==> config.mk <==
export PLATFORM = sky130hd
export DESIGN_NAME = signed_or_unsigned_div
export DESIGN_NICKNAME = d
export VERILOG_FILES = /design/src/rtl/signed_or_unsigned_div_pkg.sv /design/src/rtl/signed_or_unsigned_div_twos_neg.sv /design/src/rtl/signed_or_unsigned_div.sv
export SDC_FILE = /design/constraint.sdc
export NUM_CORES = 1
export LEC_CHECK = 0
export ABC_AREA = 0
export CORE_UTILIZATION = 52
export CTS_BUF_LIST = sky130_fd_sc_hd__clkbuf_4
export DETAILED_ROUTE_END_ITERATION = 7
export PLACE_DENSITY = 0.74
export SETUP_SLACK_MARGIN = 0.4
export SLEW_MARGIN = 10
export SYNTH_ARGS = -nofsm -noshare
export SYNTH_HDL_FRONTEND = slang
export SYNTH_SLANG_ARGS = --single-unit
==> constraint.sdc <==
create_clock -name clk -period 2 [get_ports clk]
set_input_delay 0.2 -clock clk [delete_from_list [all_inputs] [get_ports clk]]
set_output_delay 0.2 -clock clk [all_outputs]
set_load 0.05 [all_outputs]
==> src/rtl/signed_or_unsigned_div_pkg.sv <==
// div_pkg: shared types for the sequential sign-magnitude divider.
package div_pkg;
    typedef enum logic [1:0] {IDLE, CALC, FIX, DONE} state_e;
    function automatic int cnt_width(input int w);
        return $clog2(w);
    endfunction
endpackage

==> src/rtl/signed_or_unsigned_div_twos_neg.sv <==
// twos_neg: conditional two's-complement negate, modulo 2^n.
module twos_neg #(
    parameter int n = 8
) (
    input  logic [n-1:0] in,
    input  logic         en,
    output logic [n-1:0] out
);
    assign out = en ? ~in + 1'b1 : in;
endmodule

==> src/rtl/signed_or_unsigned_div.sv <==
// signed_or_unsigned_div: radix-2 restoring divider with runtime sign select and valid/ready.
module signed_or_unsigned_div
    import div_pkg::*;
#(
    parameter int n = 8
) (
    input  logic         clk,
    input  logic         rst_n,
    input  logic         in_valid,
    output logic         in_ready,
    input  logic [n-1:0] a,
    input  logic [n-1:0] b,
    input  logic         sign,
    output logic         out_valid,
    input  logic         out_ready,
    output logic [n-1:0] quot,
    output logic [n-1:0] rem,
    output logic         div_by_zero
);
    localparam int CW = cnt_width(n);
    state_e state_q, state_d;
    logic [CW-1:0] cnt_q, cnt_d;
    logic [n-1:0] r_q, r_d, d_q, d_d, mb_q, mb_d, a_q, a_d, quot_q, quot_d, rem_q, rem_d;
    logic nq_q, nq_d, nr_q, nr_d, z_q, z_d, ov_q, ov_d, dz_q, dz_d;
    logic [n-1:0] ma, mb, qf, rf;
    logic [n:0] sh, diff;
    logic ge;
    twos_neg #(.n(n)) u_neg_a (.in(a), .en(sign & a[n-1]), .out(ma));
    twos_neg #(.n(n)) u_neg_b (.in(b), .en(sign & b[n-1]), .out(mb));
    twos_neg #(.n(n)) u_fix_q (.in(d_q), .en(nq_q), .out(qf));
    twos_neg #(.n(n)) u_fix_r (.in(r_q), .en(nr_q), .out(rf));
    assign in_ready    = state_q == IDLE;
    assign out_valid   = ov_q;
    assign quot        = quot_q;
    assign rem         = rem_q;
    assign div_by_zero = dz_q;
    // d_q holds the shifting dividend and collects quotient bits from the right
    always_comb begin
        sh      = {r_q, d_q[n-1]};
        diff    = sh - {1'b0, mb_q};
        ge      = sh >= {1'b0, mb_q};
        state_d = state_q;
        cnt_d   = cnt_q;
        r_d     = r_q;
        d_d     = d_q;
        mb_d    = mb_q;
        a_d     = a_q;
        nq_d    = nq_q;
        nr_d    = nr_q;
        z_d     = z_q;
        ov_d    = ov_q;
        dz_d    = dz_q;
        quot_d  = quot_q;
        rem_d   = rem_q;
        case (state_q)
            IDLE: if (in_valid) begin
                a_d     = a;
                mb_d    = mb;
                d_d     = ma;
                r_d     = '0;
                nq_d    = sign & (a[n-1] ^ b[n-1]);
                nr_d    = sign & a[n-1];
                z_d     = b == '0;
                cnt_d   = CW'(n - 1);
                state_d = (b == '0) ? FIX : CALC;
            end
            CALC: begin
                r_d     = ge ? diff[n-1:0] : sh[n-1:0];
                d_d     = {d_q[n-2:0], ge};
                cnt_d   = cnt_q - CW'(1);
                state_d = (cnt_q == '0) ? FIX : CALC;
            end
            FIX: begin
                quot_d  = z_q ? '1 : qf;
                rem_d   = z_q ? a_q : rf;
                dz_d    = z_q;
                ov_d    = 1'b1;
                state_d = DONE;
            end
            DONE: if (out_ready) begin
                ov_d    = 1'b0;
                state_d = IDLE;
            end
        endcase
    end
    always_ff @(posedge clk or negedge rst_n) begin
        if (!rst_n) begin
            state_q <= IDLE;
            cnt_q   <= '0;
            r_q     <= '0;
            d_q     <= '0;
            mb_q    <= '0;
            a_q     <= '0;
            nq_q    <= 1'b0;
            nr_q    <= 1'b0;
            z_q     <= 1'b0;
            ov_q    <= 1'b0;
            dz_q    <= 1'b0;
            quot_q  <= '0;
            rem_q   <= '0;
        end else begin
            state_q <= state_d;
            cnt_q   <= cnt_d;
            r_q     <= r_d;
            d_q     <= d_d;
            mb_q    <= mb_d;
            a_q     <= a_d;
            nq_q    <= nq_d;
            nr_q    <= nr_d;
            z_q     <= z_d;
            ov_q    <= ov_d;
            dz_q    <= dz_d;
            quot_q  <= quot_d;
            rem_q   <= rem_d;
        end
    end
endmodule

# Word-level counts from Yosys, hierarchy flattened

Index checks and enable logic that the tools add are counted.

Bits in registers: 58
Input port bits: 21
Output and inout port bits: 19
Word-level logic and storage cells: 62

Add/subtract/negate cells: 6
Order comparisons: 1
Equality and inequality tests: 5
Muxes and demuxes: 20
Bitwise operators: 8
Reduce and logical (&&, ||, !) cells: 9

Operators with widths:

| kind                                                                | number |
|---|---|
| 8-bit two-way mux                                                   | 9 |
| 8-bit by 1-bit adder with 8-bit output (second input constant)      | 4 |
| 8-bit NOT                                                           | 4 |
| 8-bit one-hot mux with 2 select lines                               | 2 |
| 9-bit by 8-bit >= comparator with 1-bit output                      | 1 |
| 8-bit logical NOT                                                   | 1 |
| 2-bit two-way mux                                                   | 4 |
| 2-bit one-hot mux with 4 select lines                               | 1 |
| 2-bit AND reduction                                                 | 4 |
| 8-bit subtractor                                                    | 1 |
| 3-bit one-hot mux with 2 select lines                               | 1 |
| 2-bit == test (second input constant)                               | 2 |
| 2-bit inequality test (second input constant)                       | 2 |
| 2-bit nonzero test                                                  | 2 |
| 1-bit AND                                                           | 3 |
| 3-bit logical NOT                                                   | 1 |
| 3-bit two-way mux                                                   | 1 |
| 3-bit by 1-bit subtractor with 3-bit output (second input constant) | 1 |
| 2-bit by 1-bit == test with 1-bit output (second input constant)    | 1 |
| 2-bit logical NOT                                                   | 1 |
| 1-bit one-hot mux with 2 select lines                               | 1 |
| 1-bit two-way mux                                                   | 1 |
| 1-bit bitwise XOR                                                   | 1 |

# Longest topological paths before layout

Gate-level depths: netlist of the first run.

Depth in word-level cells: 5
Depth in mapped cells: 10
Depth with buffers taken out: 10

# Modules after synthesis

A second synthesis of the first run with hierarchy kept.

Cell total of the unflattened synthesis: 388
Area total of the unflattened synthesis: 3713.6 µm²

Modules (own cells, without submodules):

| module                 | instances | cells each | area an instance (µm²) | sequential area each (µm²) |
|---|---|---|---|---|
| signed_or_unsigned_div | 1         | 304        | 3027.9                 | 1451.4 |
| twos_neg               | 4         | 21         | 171.4                  | 0.0 |

# Least setup slack after synthesis of the first run

Ideal clock, no wire load.

Path kind: register to register
From: register state_q[1]
To: register r_q[4]
Library setup time: 0.126 ns
Data arrival time: 2.176 ns
Required time: 1.874 ns
Slack: -0.302 ns
Cell stages (with the launch flop): 8
Buffers on the path: 3
Period minus slack after synthesis: 2.302 ns
Path through: dfrtp_1 > clkbuf_1 > nor2_1 > and2_1 > buf_2 > nor2_1 > clkbuf_1 > a221o_1

Longest elaborated chain between the ends: 3
Elaborated cells between the ends (all ways): 6
Classes of those cells: 2 x eq/ne; 1 x mux; 3 x reduce/logical

Ends and longest elaborated chain:

| what                                                                         | RTL line                      | source |
|---|---|---|
| start, declared                                                              | signed_or_unsigned_div.sv:21  | `state_e state_q, state_d;` |
| start signal, assigned                                                       | signed_or_unsigned_div.sv:102 | `state_q <= state_d;` |
| 2-bit logical NOT (*)                                                        | -                             |  |
| named net in_ready                                                           | signed_or_unsigned_div.sv:10  | `output logic in_ready,` |
| 2-bit inequality test (no source line) or 2-bit nonzero test (tied branches) | -                             |  |
| 2-bit AND reduction (no source line)                                         | -                             |  |
| end signal, assigned                                                         | signed_or_unsigned_div.sv:104 | `r_q <= r_d;` |
| end, declared                                                                | signed_or_unsigned_div.sv:23  | `logic [n-1:0] r_q, r_d, d_q, d_d, mb_q, mb_d, a_q, a_d, quot_q, quot_d, rem_q, rem_d;` |

Mark *: on every way through the listed nets, which the timed path passes. The rest lies on a longest branch.
A chain may end at the register's enable or synchronous reset.

# Worst setup path after layout of the first run

From: register r_q[0]
To: register r_q[4]

Longest elaborated chain between the ends: 3
Elaborated cells between the ends (all ways): 4
Classes of those cells: 1 x add/sub; 1 x order compare; 2 x mux

Ends and longest elaborated chain:

| what                                                                               | RTL line                                                   | source |
|---|---|---|
| 8-bit subtractor or 9-bit by 8-bit >= comparator with 1-bit output (tied branches) | signed_or_unsigned_div.sv:40, signed_or_unsigned_div.sv:41 |  |
| 8-bit two-way mux (*)                                                              | signed_or_unsigned_div.sv:68                               | `r_d = ge ? diff[n-1:0] : sh[n-1:0];` |
| 8-bit one-hot mux with 2 select lines (*)                                          | signed_or_unsigned_div.sv:55                               | `case (state_q)` |

Every way passes the cells marked *; elsewhere a longest branch is shown, timed or not.

==> reports/qor.csv, run 1 <==
metric,value,unit
rrSetupSlack,0.05,ns
tightest_slew,0.775,ns
die_y,82.2,um
min_path_type,in2async,
grt_pass1_vias,2637,
vias,2959,
p_switching,3.71,mW
cts_tree,done,
startpoint,r_q[0]$_DFFE_PN0P_,
min_period,1.95,ns
grt_max_degree,34,
finalHoldViolCount,0,
power_density,1840,nW/um2
path_class,reg2reg,
synth_top_area_cell,dfrtp_1,
critPathMaxFanout,6,
outcome,"finished, final reports clean",
die_area,6760,um2
grt.total_usage,24.9,%
areaGrowthSynthToFinish,30.9,%
pre_cts_slack,-0.0538,ns
rr_startpoint,r_q[0]$_DFFE_PN0P_,
maxCapViolations,0,
syn_nets,421,
ios,40,
worst_skew_pair.late_latency,0.41,ns
finalMaxSlewViolations,0,
finClkSkew,0.0134,ns
vias_per_cell,5.63,
cts.clk_slew.worst_paths,0.10,ns
antenna_cells,0,
synth_area_leaders,"dfrtp_1 (43%), nand2_1 (7.1%), xnor2_1 (5.8%)",
hold_ws,0.228,ns
nNetsFinal,482,
fp-row-count,28,
wl,8.10,mm
max-vdd-ir-drop,0.00101,V
ys_warn_count,0,
clock_sinks,58,
synth_top_cell_area_share,43.4,%
p_seq_share,27.4,%
avgSynthCellArea,8.69,um2
fmax,513,MHz
core,6060,um2
cts_buffers,9,
combinationalPowerShare,60.8,%
p_leak,1.98,nW
global_route.overflow_total,0,
place_congestion,0.883,
dr.pass1.iters,4,
design_area,4380,um2
ant_nets,0,
synth_cell_types,40,
route.detailed.drc,0,
grt_antenna_before_repair,0,
place_hpwl,5.52,mm
cp.required,2.30,ns
first_iter_violations,149,
initial_core_util,55.2,%
clock_tree.buffer_depth,2,
swShare,46.1,%
cts-root-buf,clkbuf_4,
cts-htree-levels,3,
die_x,82.2,um
seq_area_frac_synth,43.4,%
dpl_cell_area,3970,um2
p_clk_share,11.8,%
rsz0062_at_grt,true,
finalCritPeriodShare,97.4,%
io_buffers,39,
p_int,4.34,mW
grt_pass1_wl,12.4,mm
endpoint_kind,flop,
worstPathArrival,2.25,ns
fin_ws,0.0520,ns
slew_headroom,48.3,%
setup_viol,0,
critPathLaunchType,flop,
syn-cell-area,3350,um2
ys_ff_latch,58,
synth_cells,385,
wl_per_cell,15.4,um
rr_worst_depth,7,
report.power.total,8.05,mW
drive_gt1_share,22.0,%
r2r_end,r_q[4]$_DFFE_PN0P_,
==> state kept, by name (all words and copies together), names as in the netlist, 2 cells and up <==
name	flops
r_q	8
cnt_q	3
a_q	8
mb_q	8
state_q	2
quot	8
rem	8
d_q	8
==> stage by stage <==
stage	TNS (ns)	utilization, %	cells
floorplan	0	-	385
global placement	-0.0434	65.5	495
detailed placement	-0.0538	65.5	495
CTS	0	70.1	520
global route	-0.0985	72.3	526
finish	0	72.3	526
==> placed cells by master (no fill, tap or decap), types with 3 or more instances in the layout <==
master	instances
a211oi_1	4
a21oi_1	13
a21oi_2	5
a22oi_1	7
buf_4	25
clkbuf_4	10
clkdlybuf4s50_1	19
dfrtp_1	55
dfrtp_2	3
dlygate4sd2_1	18
ha_1	5
ha_4	7
inv_1	14
inv_2	7
mux2i_1	10
nand2_1	60
nand2_2	3
nand2b_1	9
nand3_1	7
nor2_1	28
nor3_1	8
o21ai_0	18
o21ai_1	29
o31ai_4	3
or3_4	4
xnor2_1	19
xnor2_2	3
xor2_1	5
==> kinds of logic after synthesis <==
logic type	count (synthesis)	synth area share, %
fa+ha+maj	15	5.83
simple gates	136	18.0
xor+xnor	27	7.07
mux	11	3.33
flops	58	43.4
buf+inv	39	4.45
compound gates	99	18.0
==> metal layers <==
metal / share of wire [%] / track usage, % / vias up
met3: 5.0 / 4.07 / 15
met2: 46 / 37.9 / 82
met5: 0 / 0 / -
met1: 47 / 35.3 / 1410
li1: - / - / 1452
met4: 1.9 / 9.65 / 0
==> Yosys cell counts <==
master and instances:
nand2_1 63, dfrtp_1 58, nor2_1 32, o21ai_1 30, xnor2_1 22, inv_1 21
o21ai_0 19, a21oi_1 17, clkbuf_1 16, ha_1 14, mux2i_1 10, nand2b_1 9
nor3_1 9, a22oi_1 8, nand3_1 7, a211oi_1 6, xor2_1 5, o31ai_1 4
or3_1 4, a21o_1 2, a221o_1 2, a31oi_1 2, and2_1 2, and3_1 2
buf_2 2, nor2b_1 2, nor4_1 2, o21a_1 2, o31ai_2 2, a2111oi_0 1
a21boi_0 1, a21oi_4 1, and4_1 1, fa_1 1, mux2_2 1, nand4_1 1
o21bai_1 1, o41ai_1 1, or3_4 1, or4_1 1
==> timing repair <==
item	4_1_cts	5_1_grt
gates cloned	1	0
resized for setup	40	24
endpoints found under the hold margin	14	0
endpoints found under the setup margin	35	18
setup buffers	7	6
hold buffers	1	0
pin swaps	9	16
==> critical path: stages, from the launching register on <==
cell and delay (ns):
dfrtp_2 0.47, ha_4 0.29, nand2b_1 0.09, a21oi_2 0.25, o21ai_4 0.10, a21oi_4 0.27
nor2_2 0.07, a221o_1 0.30
==> power groups by stage <==
stage	combinational (mW)	sequential (mW)	clock, mW
after floorplan	2.84	2.52	0
after global placement	4.16	2.15	0
after detailed placement	4.26	2.17	0
after CTS	4.48	2.15	0.963
after global routing	5.35	2.27	1.03
final	4.89	2.20	0.952
==> cell type report <==
class / instances / area [um2]
sequential: 58 / 1460
timing repair buffer: 67 / 578
tap: 75 / 93.8
clock inverter: 6 / 81.3
multi-input combinational: 289 / 2020
clock buffer: 10 / 75.1
fill: 477 / 1680
inverter: 21 / 78.8
==> worst max path at each step <==
stage                             end  cells after the start
4_1_cts            r_q[4]$_DFFE_PN0P_                      9
3_5_place_dp   state_q[0]$_DFFE_PN0P_                      5
6_report           r_q[4]$_DFFE_PN0P_                      7
3_3_place_gp   state_q[0]$_DFFE_PN0P_                      5
2_1_floorplan      r_q[4]$_DFFE_PN0P_                      9
5_1_grt            r_q[4]$_DFFE_PN0P_                      7
Power figures use the tool's default switching activity.
==> run 2: changes to the inputs <==
--- a/config.mk
+++ b/config.mk
@@ -6,10 +6,10 @@
 export NUM_CORES = 1
 export LEC_CHECK = 0
 export ABC_AREA = 0
-export CORE_UTILIZATION = 52
+export CORE_UTILIZATION = 58
 export CTS_BUF_LIST = sky130_fd_sc_hd__clkbuf_4
 export DETAILED_ROUTE_END_ITERATION = 7
-export PLACE_DENSITY = 0.74
+export PLACE_DENSITY = 0.78
 export SETUP_SLACK_MARGIN = 0.4
 export SLEW_MARGIN = 10
 export SYNTH_ARGS = -nofsm -noshare
==> constraint.sdc (replaced) <==
create_clock -name clk -period 1.8 [get_ports clk]
set_input_delay 0.18 -clock clk [delete_from_list [all_inputs] [get_ports clk]]
set_output_delay 0.18 -clock clk [all_outputs]
set_load 0.05 [all_outputs]
==> run 2 against run 1 <==
Net effect: non-clock buffer count rose by 37; worst hold slack got worse by 0.063 ns; critical path type unchanged; die area fell by 10%; final cell count rose by 6.7%; the flow now finishes with violations (negative setup slack); via count rose by 19%; clock power rose by 23%; clock skew rose by 0.0097 ns; sequential power rose by 13%; count of clock-buffer cells in the layout fell by 1; critical path depth rose by 2; sequential cell count did not move.
==> reports/qor.csv, run 2 (synthesis results as in run 1) <==
metric,value,unit,change
fp-row-count,27,,was 28
wl,11.5,mm,was 8.10 mm
slew_headroom,65.7,%,was 48.3%
finClkSkew,0.0231,ns,was 0.0134 ns
grt_max_degree,59,,was 34
fill_cells,267,,was 477
io_buffers,39,,unchanged
die_y,78.0,um,was 82.2 um
place_congestion,0.926,,was 0.883
clock_sinks,58,,unchanged
wl_per_cell,20.5,um,was 15.4 um
ios,40,,unchanged
path_class,reg2reg,,unchanged
fmax,491,MHz,was 513 MHz
cts_tree,done,,unchanged
path_cells,inv_2 > ha_4 > inv_2 > fa_2 > a21o_1 > a21oi_2 > xnor2_1 > and3_1 > a221o_1,,was ha_4 > nand2b_1 > a21oi_2 > o21ai_4 > a21oi_4 > nor2_2 > a221o_1
core,5540,um2,was 6060 um2
final_cell_mix,"nand2_1 (55), buf_4 (52), dfrtp_1 (51), nor2_1 (29), o21ai_1 (29)",,"was nand2_1 (60), dfrtp_1 (55), o21ai_1 (29), nor2_1 (28), buf_4 (25)"
final_cell_count_no_fill,561,,was 526
max-vdd-ir-drop,0.00118,V,was 0.00101 V
critPathMaxFanout,3,,was 6
p_leak,2.22,nW,was 1.98 nW
critPathBufInv,2,,was 0
cts-root-buf,clkbuf_4,,unchanged
cts.clk_slew.worst_paths,0.12,ns,was 0.10 ns
power_density,2240,nW/um2,was 1840 nW/um2
finalMaxSlewViolations,0,,unchanged
final_common_cell,nand2_1,,unchanged
min_period,2.04,ns,was 1.95 ns
finalCritPeriodShare,113,%,was 97.4%
multiInputGateArea,2220,um2,was 2020 um2
design_area,4910,um2,was 4380 um2
worst_skew_pair.late_latency,0.46,ns,was 0.41 ns
fin_ws,-0.238,ns,was 0.0520 ns
vias_per_cell,6.28,,was 5.63
antenna_cells,0,,unchanged
report.power.total,11.0,mW,was 8.05 mW
slowest_delay,0.40,ns,was 0.47 ns
die_area,6080,um2,was 6760 um2
regArea,1460,um2,about the same
crit_path_frequent_cell,inv_2,,
areaGrowthSynthToFinish,46.6,%,was 30.9%
critPathSlowestCell,dfrtp_1,,was dfrtp_2
vias,3521,,"was 2,959"
violations,negative setup slack,,
dr.pass1.iters,5,,was 4
hold_ws,0.165,ns,was 0.228 ns
min_path_type,in2reg,,was in2async
endpoint_kind,flop,,unchanged
grt_pass1_wl,15.4,mm,was 12.4 mm
placedCellCount,513,,was 495
cts-htree-levels,3,,unchanged
setup_viol,13,,was 0
place_hpwl,5.77,mm,was 5.52 mm
critPathLaunchType,flop,,unchanged
global_route.overflow_total,0,,unchanged
route.detailed.drc,0,,unchanged
worstPathArrival,2.38,ns,was 2.25 ns
outcome,"finished, violations left",,"was finished, final reports clean"
grt_pass1_vias,3176,,"was 2,637"
first_iter_violations,383,,was 149
die_x,78.0,um,was 82.2 um
tns,-1.76,ns,was 0 ns
dpl_cell_area,4200,um2,was 3970 um2
drive_gt1_share,37.2,%,was 22.0%
cp_top_family,compound AO/OA/AOI/OAI gates,,unchanged
maxCapViolations,0,,unchanged
nNetsFinal,520,,was 482
tightest_slew,0.514,ns,was 0.775 ns
finalHoldViolCount,0,,unchanged
grt.total_usage,33.4,%,was 24.9%
ant_nets,0,,unchanged
clock_tree.buffer_depth,2,,unchanged
rsz0062_at_grt,true,,unchanged
grt_antenna_before_repair,0,,unchanged
cts_buffers,9,,unchanged
initial_core_util,60.4,%,was 55.2%
cp.required,2.15,ns,was 2.30 ns
run 2: cell count changes in the layout (fill, tap and decap cells not counted), moves of 4 or more:
cell             before  now
buf_2                 2   14
buf_4                25   52
clkdlybuf4s15_2       0    5
dfrtp_1              55   51
nand2_1              60   55
dlygate4sd2_1        18    3
clkdlybuf4s50_1      19   15
dfrtp_2               3    7
buf_6                 2   10
nand2_4               0    4
run 2: cell type report:
| cell class | count | area share [%] |
|---|---|---|
| timing repair buffer | 104 | 18.0 |
| inverter | 21 | 1.71 |
| tap | 72 | 1.84 |
| clock inverter | 7 | 2.09 |
| sequential | 58 | 29.8 |
| multi-input combinational | 290 | 45.2 |
| clock buffer | 9 | 1.38 |
run 2: through the flow:
stage               util (%)  setup slack [ns]
global route            88.6            -0.276
global placement        75.9            -0.135
finish                  88.6            -0.238
detailed placement      75.9            -0.217
CTS                     85.4            -0.179
floorplan                  -           -0.0845
run 2: worst paths after layout:
check | slack [ns] | end | cells after the start | start
worst max-delay path | -0.24 | r_q[4]$_DFFE_PN0P_ | 9 | d_q[7]$_DFFE_PN0P_
worst min-delay path | 0.17 | mb_q[6]$_DFFE_PN0P_ | 4 | b[6]
worst max register to register | -0.24 | r_q[4]$_DFFE_PN0P_ | 9 | d_q[7]$_DFFE_PN0P_
worst min register to register | 0.49 | rem[6]$_DFFE_PN0P_ | 2 | rem[6]$_DFFE_PN0P_
max in group asynchronous | 1.26 | r_q[0]$_DFFE_PN0P_ | 3 | rst_n
min in group asynchronous | 0.25 | r_q[3]$_DFFE_PN0P_ | 3 | rst_n
run 2: where the power goes:
part | switching (mW) | total, mW | internal, mW
Clock | 0.594 | 1.17 | 0.573
Sequential | 0.612 | 2.49 | 1.87
Combinational | 4.03 | 7.33 | 3.30
Total | 5.23 | 11.0 | 5.75
run 2: per-layer routing:
metal  GRT usage (%)  vias to the layer above  share of wire, %
met5               0                        -                 0
met4            15.0                        0               6.2
met3            7.29                       77               7.4
met2            55.8                      237                48
met1            41.6                     1678                38
li1                -                     1529                 -
run 2: worst register-to-register path, delay by kind of cell (launching register included):
family / cells / cell delay (ns)
AOI/OAI and AO/OA: 3 / 0.61
xor gates and xnor gates: 1 / 0.09
adders and majority gates: 2 / 0.54
buffers and inverters: 2 / 0.14
DFF: 1 / 0.40
and+or+nand+nor: 1 / 0.16
run 2: repair_timing:
item                                   CTS  global route
resized for setup                      100            69
hold buffers                             1             0
setup endpoints to repair               50            59
gates cloned                             1             1
pin swaps                               25            25
setup buffers                           20             9
endpoints found under the hold margin   58             0
==> RTL change: new RTL, settings of run 1 <==
`n` is set to 8 in 2 places; all go to 4.
--- a/src/rtl/signed_or_unsigned_div_twos_neg.sv
+++ b/src/rtl/signed_or_unsigned_div_twos_neg.sv
@@ -2,3 +2,3 @@
 module twos_neg #(
-    parameter int n = 8
+    parameter int n = 4
 ) (
--- a/src/rtl/signed_or_unsigned_div.sv
+++ b/src/rtl/signed_or_unsigned_div.sv
@@ -4,3 +4,3 @@
 #(
-    parameter int n = 8
+    parameter int n = 4
 ) (
Ports: changed (resized a, b, quot and rem); port bits go from 40 to 24. No check against the original RTL was run, so the function may have changed too.
==> RTL change against run 1 <==
Synthesized cell count shrank 49%. Cell count down 48%. Critical path type unchanged. Total power fell by 50%. Fmax increased by 13%. Routed wire length shrank 50%. Clock power down 61%. Largest cell class unchanged. Global-route usage down 0.46 points. Final area fell by 48%. Area after synthesis shrank 45%. Core utilization fell by 3.9 points. Setup slack gained 220 ps. Sequential cell count is 25 lower. Non-clock buffer count is 34 lower.
==> RTL change: results (changes against run 1) <==
stage,metric,value,unit,change
global_routing,grt_usage,0.244,,was 0.249
routing,via_count,1497,,was 2959
global_routing,grt_pass1_wl,6540,um,was 12400 um
synth,synth_nets,219,,was 421
timing,fin_skew,12.8,ps,was 13.4 ps
place,place_congestion,0.879,,was 0.883
clock_network,cts_htree_levels,2,,was 3
synth,yosysSeqAreaShare,0.447,,was 0.434
status,status,finished clean,,unchanged
setup_path,reg2reg_to,r_q[1],,was r_q[4]
place,placed_cells,262,,was 495
setup_path,ff2ff_path_depth,5,,was 7
routing,wl_per_cell,14.6,um,was 15.4 um
timing,tightestPinTransition,491,ps,was 775 ps
place,place_area,2160,um^2,was 3970 um^2
layout,fillers,288,,was 477
synth,synth_common_cells,"dfrtp_1, nand2_1, o21ai_1",,"was nand2_1, dfrtp_1, nor2_1"
synth,synth_area_leaders,"dfrtp_1, nand2_1, ha_1, o21ai_1, xnor2_1",,"was dfrtp_1, nand2_1, xnor2_1, ha_1, o21ai_1"
place,io_buffers,23,,was 39
power,p_leak,1.06,nW,was 1.98 nW
layout,seq_area,828,um^2,was 1460 um^2
synth,syn_inst,196,,was 385
setup_path,regToRegSetupSlack,270,ps,was 50 ps
layout,nets,251,,was 482
setup_path,worstPathArrival,1980,ps,was 2250 ps
routing,via_per_inst,5.44,,was 5.63
## RTL change: timing repair
action                                  4_1_cts  5_1_grt
endpoints found under the setup margin       15        8
buffers inserted                              4        1
pin swaps                                     1        4
gates cloned                                  0        0
resized for setup                            15        8
## RTL change: final cells by class
type	instances	area share
clock buffers	5	0.0163
clock inverters	3	0.00762
inverters	16	0.0261
multi-input cells	139	0.439
flip-flops and latches	33	0.360
well taps	46	0.0250
repair buffers	33	0.126
## RTL change: worst max path at each step
stage	end	slack, ps
after floorplan	r_q[1]	350
after global placement	r_q[1]	310
after detailed placement	r_q[3]	170
after CTS	r_q[1]	270
after global routing	r_q[1]	220
final	r_q[1]	270
## RTL change: layer usage
layer / share of wire / global-route usage
met4: 0.020 / 0.108
met5: 0 / 0
met2: 0.52 / 0.442
met1: 0.42 / 0.279
met3: 0.038 / 0.0441
## RTL change: critical path, cell delays in order (launching register included)
cell and delay [ps]:
dfrtp_2 460, ha_4 280, inv_1 50, o21a_4 210, or4_4 530, o311ai_2 90
## RTL change: cells by family after synthesis
family	synth area share
AND/OR/NAND/NOR	0.160
AO/OA/AOI/OAI	0.180
flip-flops	0.447
buffers and inverters	0.0603
adder cells (fa/ha/maj)	0.0718
XOR/XNOR	0.0427
multiplexers	0.0386
## RTL change: power by group
part           internal (mW)  switching [mW]  total [mW]
Combinational           1.02            1.33        2.35
Sequential             0.972           0.325        1.30
Clock                  0.132           0.242       0.374
## RTL change: stage by stage
stage	setup slack (ps)	total power, mW	hold WS (ps)
2_1_floorplan	354	2.91	-95.6
6_report	270	4.02	246
5_1_grt	224	4.36	292
4_1_cts	270	3.89	273
3_3_place_gp	315	3.33	462
3_5_place_dp	171	3.45	467
